### src/rtl/pipe_hazard_ctrl_pkg.sv
// Shared encodings for the pipeline hazard controller: forwarding selects,
// FSM states, and the shadow-stage record mirrored from the pipeline registers.
package pipe_hazard_ctrl_pkg;

   localparam int RN_W    = 5;
   localparam int CNT_W   = 16;
   localparam int NUM_SRC = 2;   // index 0 = rs, 1 = rt

   localparam logic [1:0] FWD_RF   = 2'b00;
   localparam logic [1:0] FWD_EALU = 2'b01;
   localparam logic [1:0] FWD_MALU = 2'b10;
   localparam logic [1:0] FWD_MMEM = 2'b11;

   typedef enum logic [1:0] {
      ST_RUN       = 2'd0,
      ST_LU_STALL  = 2'd1,
      ST_EXT_STALL = 2'd2
   } state_e;

   typedef struct packed {
      logic            wreg;
      logic            m2reg;
      logic [RN_W-1:0] rn;
   } shadow_t;

   // r0 is hard-wired zero, so a destination of 0 can never be a hazard.
   function automatic logic rn_match(input logic [RN_W-1:0] rn, input logic [RN_W-1:0] src);
      return (rn != '0) && (rn == src);
   endfunction

endpackage

### src/rtl/pipe_fwd_sel.sv
// Operand forwarding select for one source register: EXE result beats MEM,
// MEM ALU result and MEM load data are distinguished by the load flag.
module pipe_fwd_sel
   import pipe_hazard_ctrl_pkg::*;
(
   input  logic [4:0] src_i,
   input  logic       use_i,
   input  logic       ewreg_i,
   input  logic       em2reg_i,
   input  logic [4:0] ern_i,
   input  logic       mwreg_i,
   input  logic       mm2reg_i,
   input  logic [4:0] mrn_i,
   output logic [1:0] sel_o
);

   always_comb begin
      sel_o = FWD_RF;
      if (use_i) begin
         if (ewreg_i && !em2reg_i && rn_match(ern_i, src_i))
            sel_o = FWD_EALU;
         else if (mwreg_i && !mm2reg_i && rn_match(mrn_i, src_i))
            sel_o = FWD_MALU;
         else if (mwreg_i && mm2reg_i && rn_match(mrn_i, src_i))
            sel_o = FWD_MMEM;
      end
   end

endmodule

### src/rtl/pipe_hazard_ctrl.sv
// Load-use stall and forwarding control for a 5-stage pipeline; tracks the
// E and M stages in shadow registers so detection is purely combinational.
module pipe_hazard_ctrl
   import pipe_hazard_ctrl_pkg::*;
(
   input  logic        clock,
   input  logic        resetn,
   input  logic [4:0]  rs,
   input  logic [4:0]  rt,
   input  logic        users,
   input  logic        usert,
   input  logic        dwreg,
   input  logic        dm2reg,
   input  logic [4:0]  drn,
   input  logic        ext_stall,
   output logic        wpcir,
   output logic [1:0]  fwda,
   output logic [1:0]  fwdb,
   output logic [15:0] stall_cnt,
   output logic [1:0]  fsm_state
);

   shadow_t             e_q, e_d, m_q;
   state_e              state_q, state_d;
   logic [CNT_W-1:0]    cnt_q, cnt_d;
   logic                lu;

   logic [NUM_SRC-1:0][RN_W-1:0] src;
   logic [NUM_SRC-1:0]           src_use;
   logic [NUM_SRC-1:0][1:0]      sel;

   assign lu = e_q.wreg && e_q.m2reg &&
               ((users && rn_match(e_q.rn, rs)) || (usert && rn_match(e_q.rn, rt)));
   assign wpcir = ~(lu | ext_stall);

   // A stalled D/E register takes a bubble; rn is held since it is don't-care once wreg=0.
   always_comb begin
      e_d = wpcir ? '{wreg: dwreg, m2reg: dm2reg, rn: drn}
                  : '{wreg: 1'b0, m2reg: 1'b0, rn: e_q.rn};
   end

   always_comb begin
      cnt_d = cnt_q;
      if (!wpcir && cnt_q != '1)
         cnt_d = cnt_q + 16'd1;
   end

   always_comb begin
      state_d = ST_RUN;
      if (ext_stall)
         state_d = ST_EXT_STALL;
      else if (lu)
         state_d = ST_LU_STALL;
   end

   always_ff @(posedge clock or negedge resetn) begin
      if (!resetn) begin
         e_q     <= '0;
         m_q     <= '0;
         cnt_q   <= '0;
         state_q <= ST_RUN;
      end else begin
         e_q     <= e_d;
         m_q     <= e_q;
         cnt_q   <= cnt_d;
         state_q <= state_d;
      end
   end

   assign src     = {rt, rs};
   assign src_use = {usert, users};

   for (genvar g = 0; g < NUM_SRC; g++) begin : g_fwd
      pipe_fwd_sel u_sel (
         .src_i    (src[g]),
         .use_i    (src_use[g]),
         .ewreg_i  (e_q.wreg),
         .em2reg_i (e_q.m2reg),
         .ern_i    (e_q.rn),
         .mwreg_i  (m_q.wreg),
         .mm2reg_i (m_q.m2reg),
         .mrn_i    (m_q.rn),
         .sel_o    (sel[g])
      );
   end

   assign fwda      = sel[0];
   assign fwdb      = sel[1];
   assign stall_cnt = cnt_q;
   assign fsm_state = state_q;

endmodule

### config.mk
export PLATFORM = sky130hd
export DESIGN_NAME = pipe_hazard_ctrl
export DESIGN_NICKNAME = d
export VERILOG_FILES = /design/src/rtl/pipe_hazard_ctrl_pkg.sv /design/src/rtl/pipe_fwd_sel.sv /design/src/rtl/pipe_hazard_ctrl.sv
export SDC_FILE = /design/constraint.sdc
export NUM_CORES = 1
export LEC_CHECK = 0
export BUFFER_PORTS_ARGS = -buffer_cell sky130_fd_sc_hd__buf_2
export CELL_PAD_IN_SITES_DETAIL_PLACEMENT = 0
export CELL_PAD_IN_SITES_GLOBAL_PLACEMENT = 1
export CORE_MARGIN = 10
export CORE_UTILIZATION = 40
export CTS_CLUSTER_DIAMETER = 150
export DETAILED_ROUTE_END_ITERATION = 10
export PLACE_DENSITY = 0.83
export SYNTH_ARGS = -nofsm -noshare
export SYNTH_HDL_FRONTEND = slang
export SYNTH_HIERARCHICAL = 1
export SYNTH_SLANG_ARGS = --single-unit
### constraint.sdc
create_clock -name clock -period 2.81 [get_ports clock]
set_input_delay 0.562 -clock clock [delete_from_list [all_inputs] [get_ports clock]]
set_output_delay 0.562 -clock clock [all_outputs]
set_load 0.005 [all_outputs]
# Word-level counts from Yosys, hierarchy flattened
# Index checks and enable logic that the tools add are counted.
dict set report op_classes {
  n_addsub 1
  eq_ne 5
  n_mux 11
  n_bitwise 2
  n_reduce_logical 23
}
# operator count
set op_table {}
lappend op_table {{5-bit equality test} 4}
lappend op_table {{1-bit logical AND} 18}
lappend op_table {{2-bit 2-to-1 mux} 9}
lappend op_table {{16-bit by 1-bit adder with 16-bit output, second input constant} 1}
lappend op_table {{16-bit != test, second input constant} 1}
lappend op_table {{5-bit nonzero test} 2}
lappend op_table {{7-bit 2-to-1 mux} 1}
lappend op_table {{1-bit logical NOT} 2}
lappend op_table {{1-bit logical OR} 1}
lappend op_table {{1-bit 2-to-1 mux} 1}
lappend op_table {{1-bit inverter} 1}
lappend op_table {{1-bit bitwise OR} 1}
dict set report totals {
  reg_bits 32
  wordCells 50
}

# Longest topological paths before layout
dict set report depth {
  ltp_word 7
  depth_mapped 7
}

# Modules after synthesis
# Netlist, hierarchy kept.
# mod n_inst cells_per_inst area_each_um2
set by_module_without_submodules {}
lappend by_module_without_submodules {pipe_hazard_ctrl 1 116 1416.4}
lappend by_module_without_submodules {pipe_fwd_sel 2 22 165.2}

# Worst setup path before layout
# Ideal clock, no wire load.
dict set report synth_timing {
  kind {register -> output}
  start {register e_q[1] in the netlist's numbering}
  end {output wpcir}
  arrival_ns 1.513
  required_ns 2.248
  path_slack_ns 0.735
  stages_incl_launch_ff 5
  path_buffers 1
  path_cell_list {dfrtp_1 -> or3_1 -> o311a_1 -> a21oi_2 -> buf_4}
}
dict set report synth_between {
  elab_chain_len 7
  word_cells_on_any_way 11
  classes_between {2 x eq/ne; 2 x bitwise; 7 x reduce/logical}
}
# element line_no
set synth_rtl {}
lappend synth_rtl {{from (decl)} pipe_hazard_ctrl.sv:23} ;# shadow_t e_q, e_d, m_q;
lappend synth_rtl {{from (signal assigned)} pipe_hazard_ctrl.sv:58} ;# e_q <= '0;
lappend synth_rtl {{from (signal assigned)} pipe_hazard_ctrl.sv:63} ;# e_q <= e_d;
lappend synth_rtl {{5-bit equality test / 5-bit nonzero test (equally long branches)} pipe_hazard_ctrl_pkg.sv:28} ;# return (rn != '0) && (rn == src);
lappend synth_rtl {{1-bit logical AND} pipe_hazard_ctrl_pkg.sv:28}
lappend synth_rtl {{1-bit logical AND} pipe_hazard_ctrl.sv:33} ;# ((users && rn_match(e_q.rn, rs)) || (usert && rn_match(e_q.rn, rt)));
lappend synth_rtl {{1-bit logical OR (*)} pipe_hazard_ctrl.sv:33}
lappend synth_rtl {{1-bit logical AND (*)} pipe_hazard_ctrl.sv:32} ;# assign lu = e_q.wreg && e_q.m2reg &&
lappend synth_rtl {{1-bit bitwise OR (*)} pipe_hazard_ctrl.sv:34} ;# assign wpcir = ~(lu | ext_stall);
lappend synth_rtl {{1-bit inverter (*)} pipe_hazard_ctrl.sv:34}
lappend synth_rtl {{to (decl)} pipe_hazard_ctrl.sv:16} ;# output logic wpcir,
# Every way passes the cells marked *; elsewhere a longest branch is shown, timed or not.

# Worst setup path in the final report
dict set report layout_timing {
  start {register e_q[0] in the netlist's numbering}
  end {output wpcir}
}
# Same word-level chain as after synthesis.

==> summary.txt <==
CTS
  – Bufs on Longest Clock Path: 2
  – Setup Fix Bufs, Post-CTS: 0
  – Count of hold-fix buffers inserted at cts: 0
  – TritonCTS clock tree: built
  – # resized after CTS: 0
  – CTS H-tree lvls: 2
  – Root Driver: clkbuf_8
  – CTS sink cnt: 32
  – Cts bufs inserted: 5
  – Clock slew at reported path FFs: 0.07 ns
  – Clk Latency, worst-skew pair: 0.29 ns

Logic synthesis
  – Distinct cells, synth: 38
  – Complex-gate fraction of the synthesized area: 0.07736
  – Largest family of logic cells by synthesized area: simple AND/OR/NAND/NOR gates
  – Simple-gate share of the synthesized area: 0.2042
  – Post-Synth XOR/XNOR Area: 0.1905
  – Mapped cell area: 1747 um^2
  – Syn Nets: 183
  – Post-synth ARST share: 1.000
  – Most frequent cell after synthesis: dfrtp_1
  – Post-synth top cells: dfrtp_1 (32), xor2_1 (20), xnor2_1 (18)
  – Synth top area cells: dfrtp_1 (46%), xor2_1 (10%), xnor2_1 (9.0%)
  – Multiplexer area fraction after synthesis: 0.04728
  – Syn_area_per_cell: 10.92 um^2
  – Syn Inst Count: 160
  – Adder-cell area share of the yosys netlist: 0.007163
  – Post-synth EDFFs: 0
  – Sequential area share after synthesis: 0.4585
  – Seq cells post-synth: 32
  – Leading area contributor after synthesis: dfrtp_1
  – Share of the synthesized area in the top cell type: 0.4585
  – Syn. warnings: 6
  – Top FF cell, synth: dfrtp_1

Timing
  – Max Fclk: 391.5 MHz
  – Final period demand of the worst path: 2.554 ns
  – Part of the cycle the worst path needs: 0.9089
  – Final setup violation count: 0
  – Worst-Margin Slew: 0.7017 ns
  – Slew Limit Fails: 0
  – Setup TNS: 0 ns
  – Final hold violation count: 0
  – RSZ-0062 raised after global routing: no
  – Rel. slew slack: 0.5322
  – Hold slack final: 0.3157 ns
  – Skew final: 0.006729 ns

Die
  – I/O pins: 45
  – Initial Util: 0.4244
  – Row count: 23
  – Total core area: 4115 um^2
  – DIE HEIGHT: 86.08 um
  – Die Area: 7410 um^2
  – Chip width: 86.08 um

Detailed routing
  – Detailed-route DRC error count: 0
  – DR vias: 1407
  – Avg WL per Cell: 15.70 um
  – First-pass detailed-route iteration total: 4
  – Final antenna-violating net count: 0
  – Iter 0 DRT Violations: 66
  – Final Routed Wirelength: 4161 um
  – Via-to-Cell Ratio: 5.309

Placement
  – Number of port buffers: 44
  – Placed inst area: 2052 um^2
  – HPWL Detailed: 3188 um
  – Placer Congestion: 0.8602
  – Cells after DPL: 257

Critical path
  – Worst r2r path cells: 5
  – Crit path from: e_q[0]
  – Worst r2r src: e_q[0]
  – R2r endpoint: e_q[1]
  – Levels on crit path: 4
  – Critical path's top delay family: compound AO/OA/AOI/OAI gates
  – Crit-path cells: or3_1 -> o311a_1 -> a21oi_2 -> buf_2
  – Critical Path RT: 2.25 ns
  – CP Max Fanout: 11
  – CP bufs+invs: 1
  – Critical Path Max Stage Delay: 0.41 ns
  – Slowest CP cell: a21oi_2
  – CP Class: flip-flop to output pin
  – Startpoint Class: flip-flop
  – Critical Path End: wpcir
  – Endpoint class of the critical path: output pin
  – CP arrival: 1.99 ns
  – Reg2reg setup slack: 0.62 ns

GRT
  – First-pass GRT wire length: 7031 um
  – Largest net degree at the start of global routing: 33
  – Initial antenna violation count: 0
  – Met3 Resource Use GR: 0.05014
  – Global route hottest layer: met2
  – Number of global-route vias before repair: 1442
  – Leftover overflow at the end of global routing: 0
  – Gr usage total: 0.1162
  – Met1 Resource Use GR: 0.1406
  – M2 GR Usage: 0.1738

Pwr
  – Switching power: 0.3930 mW
  – P_leak: 0.9961 nW
  – Pint: 1.001 mW
  – Max IR drop VDD: 0.0003424 V
  – Sequential power share: 0.441
  – Comb power frac: 0.208
  – Switch share: 0.2819
  – Pwr Density: 640.0 nW/um^2
  – Clk pwr share: 0.351

Finish
  – Synth-to-Final Area Change: 24.71%
  – Nets: 237
  – Share of cells above drive strength 1: 0.3209
  – Fin area: 2178 um^2
  – Layout Utilization: 0.5293
  – Post-route insts no fill: 265
  – Antenna diodes: 0

Min path
  – Hold Path Class: input pin to asynchronous set/reset pin

Run status
  – Status: complete, no violations

Run
  – Total of max-cap violations: 0
-- layout by cell type (no fill, tap or decap), types with 3 or more instances in the layout --
master / count
nand3_1: 10
and2_1: 3
buf_4: 6
xor2_1: 20
dfrtp_1: 32
buf_2: 44
and3_1: 4
nor2_1: 7
nor2b_1: 4
nand2_1: 10
clkbuf_8: 7
mux2_2: 6
xnor2_1: 18
nor3_1: 6
nor4_1: 6
-- how the worst min path moves through the flow --
stage,start,endpoint,slack [ns],depth (start not counted)
detailed placement,e_q[6],m_q[6],0.43,0
global route,resetn,stall_cnt[5],0.38,1
CTS,resetn,stall_cnt[5],0.34,1
global placement,e_q[6],m_q[6],0.44,0
finish,resetn,stall_cnt[5],0.32,1
floorplan,resetn,e_q[0],0.27,0
-- registers in the layout, indices dropped and copies added (netlist names) --
signal,flops
stall_cnt,16
m_q,7
fsm_state,2
e_q,7
-- stage by stage --
step	power, mW	worst slack [ns]
finish	1.394	0.2560
global route	1.472	0.1227
CTS	1.417	0.2204
detailed placement	0.9191	0.5465
global placement	0.9159	0.5573
floorplan	0.7795	0.7354
-- cells by family after synthesis --
logic type / Yosys count
flip-flops: 32
multiplexers: 7
AND/OR/NAND/NOR: 62
buffers and inverters: 4
adder cells (fa/ha/maj): 1
AO/OA/AOI/OAI: 16
XOR/XNOR: 38
-- area by class of cell --
| cell class | count | area (um^2) |
|---|---|---|
| Tap cell | 50 | 62.56 |
| Clock buffer | 7 | 96.34 |
| Sequential cell | 32 | 800.8 |
| Timing Repair Buffer | 50 | 265.3 |
| Inverter | 1 | 3.754 |
| Multi-Input combinational cell | 124 | 919.6 |
| Clock inverter | 1 | 30.03 |
| Fill cell | 388 | 1937 |
-- power groups by stage --
stage                     sequential (mW)  clock (mW)  combinational [mW]
after global placement              0.623           0               0.293
after detailed placement            0.623           0               0.296
after floorplan                     0.620           0               0.160
after global routing                0.630       0.516               0.326
final                               0.615       0.489               0.290
after CTS                           0.615       0.504               0.298
-- per-layer routing --
layer  up-vias  routed length, um
li1        686                  -
met1       667               1901
met2        46               1842
met3         8                342
met4         0                 74
met5         -                  0
Note: power is estimated with default switching activity, not from simulation.
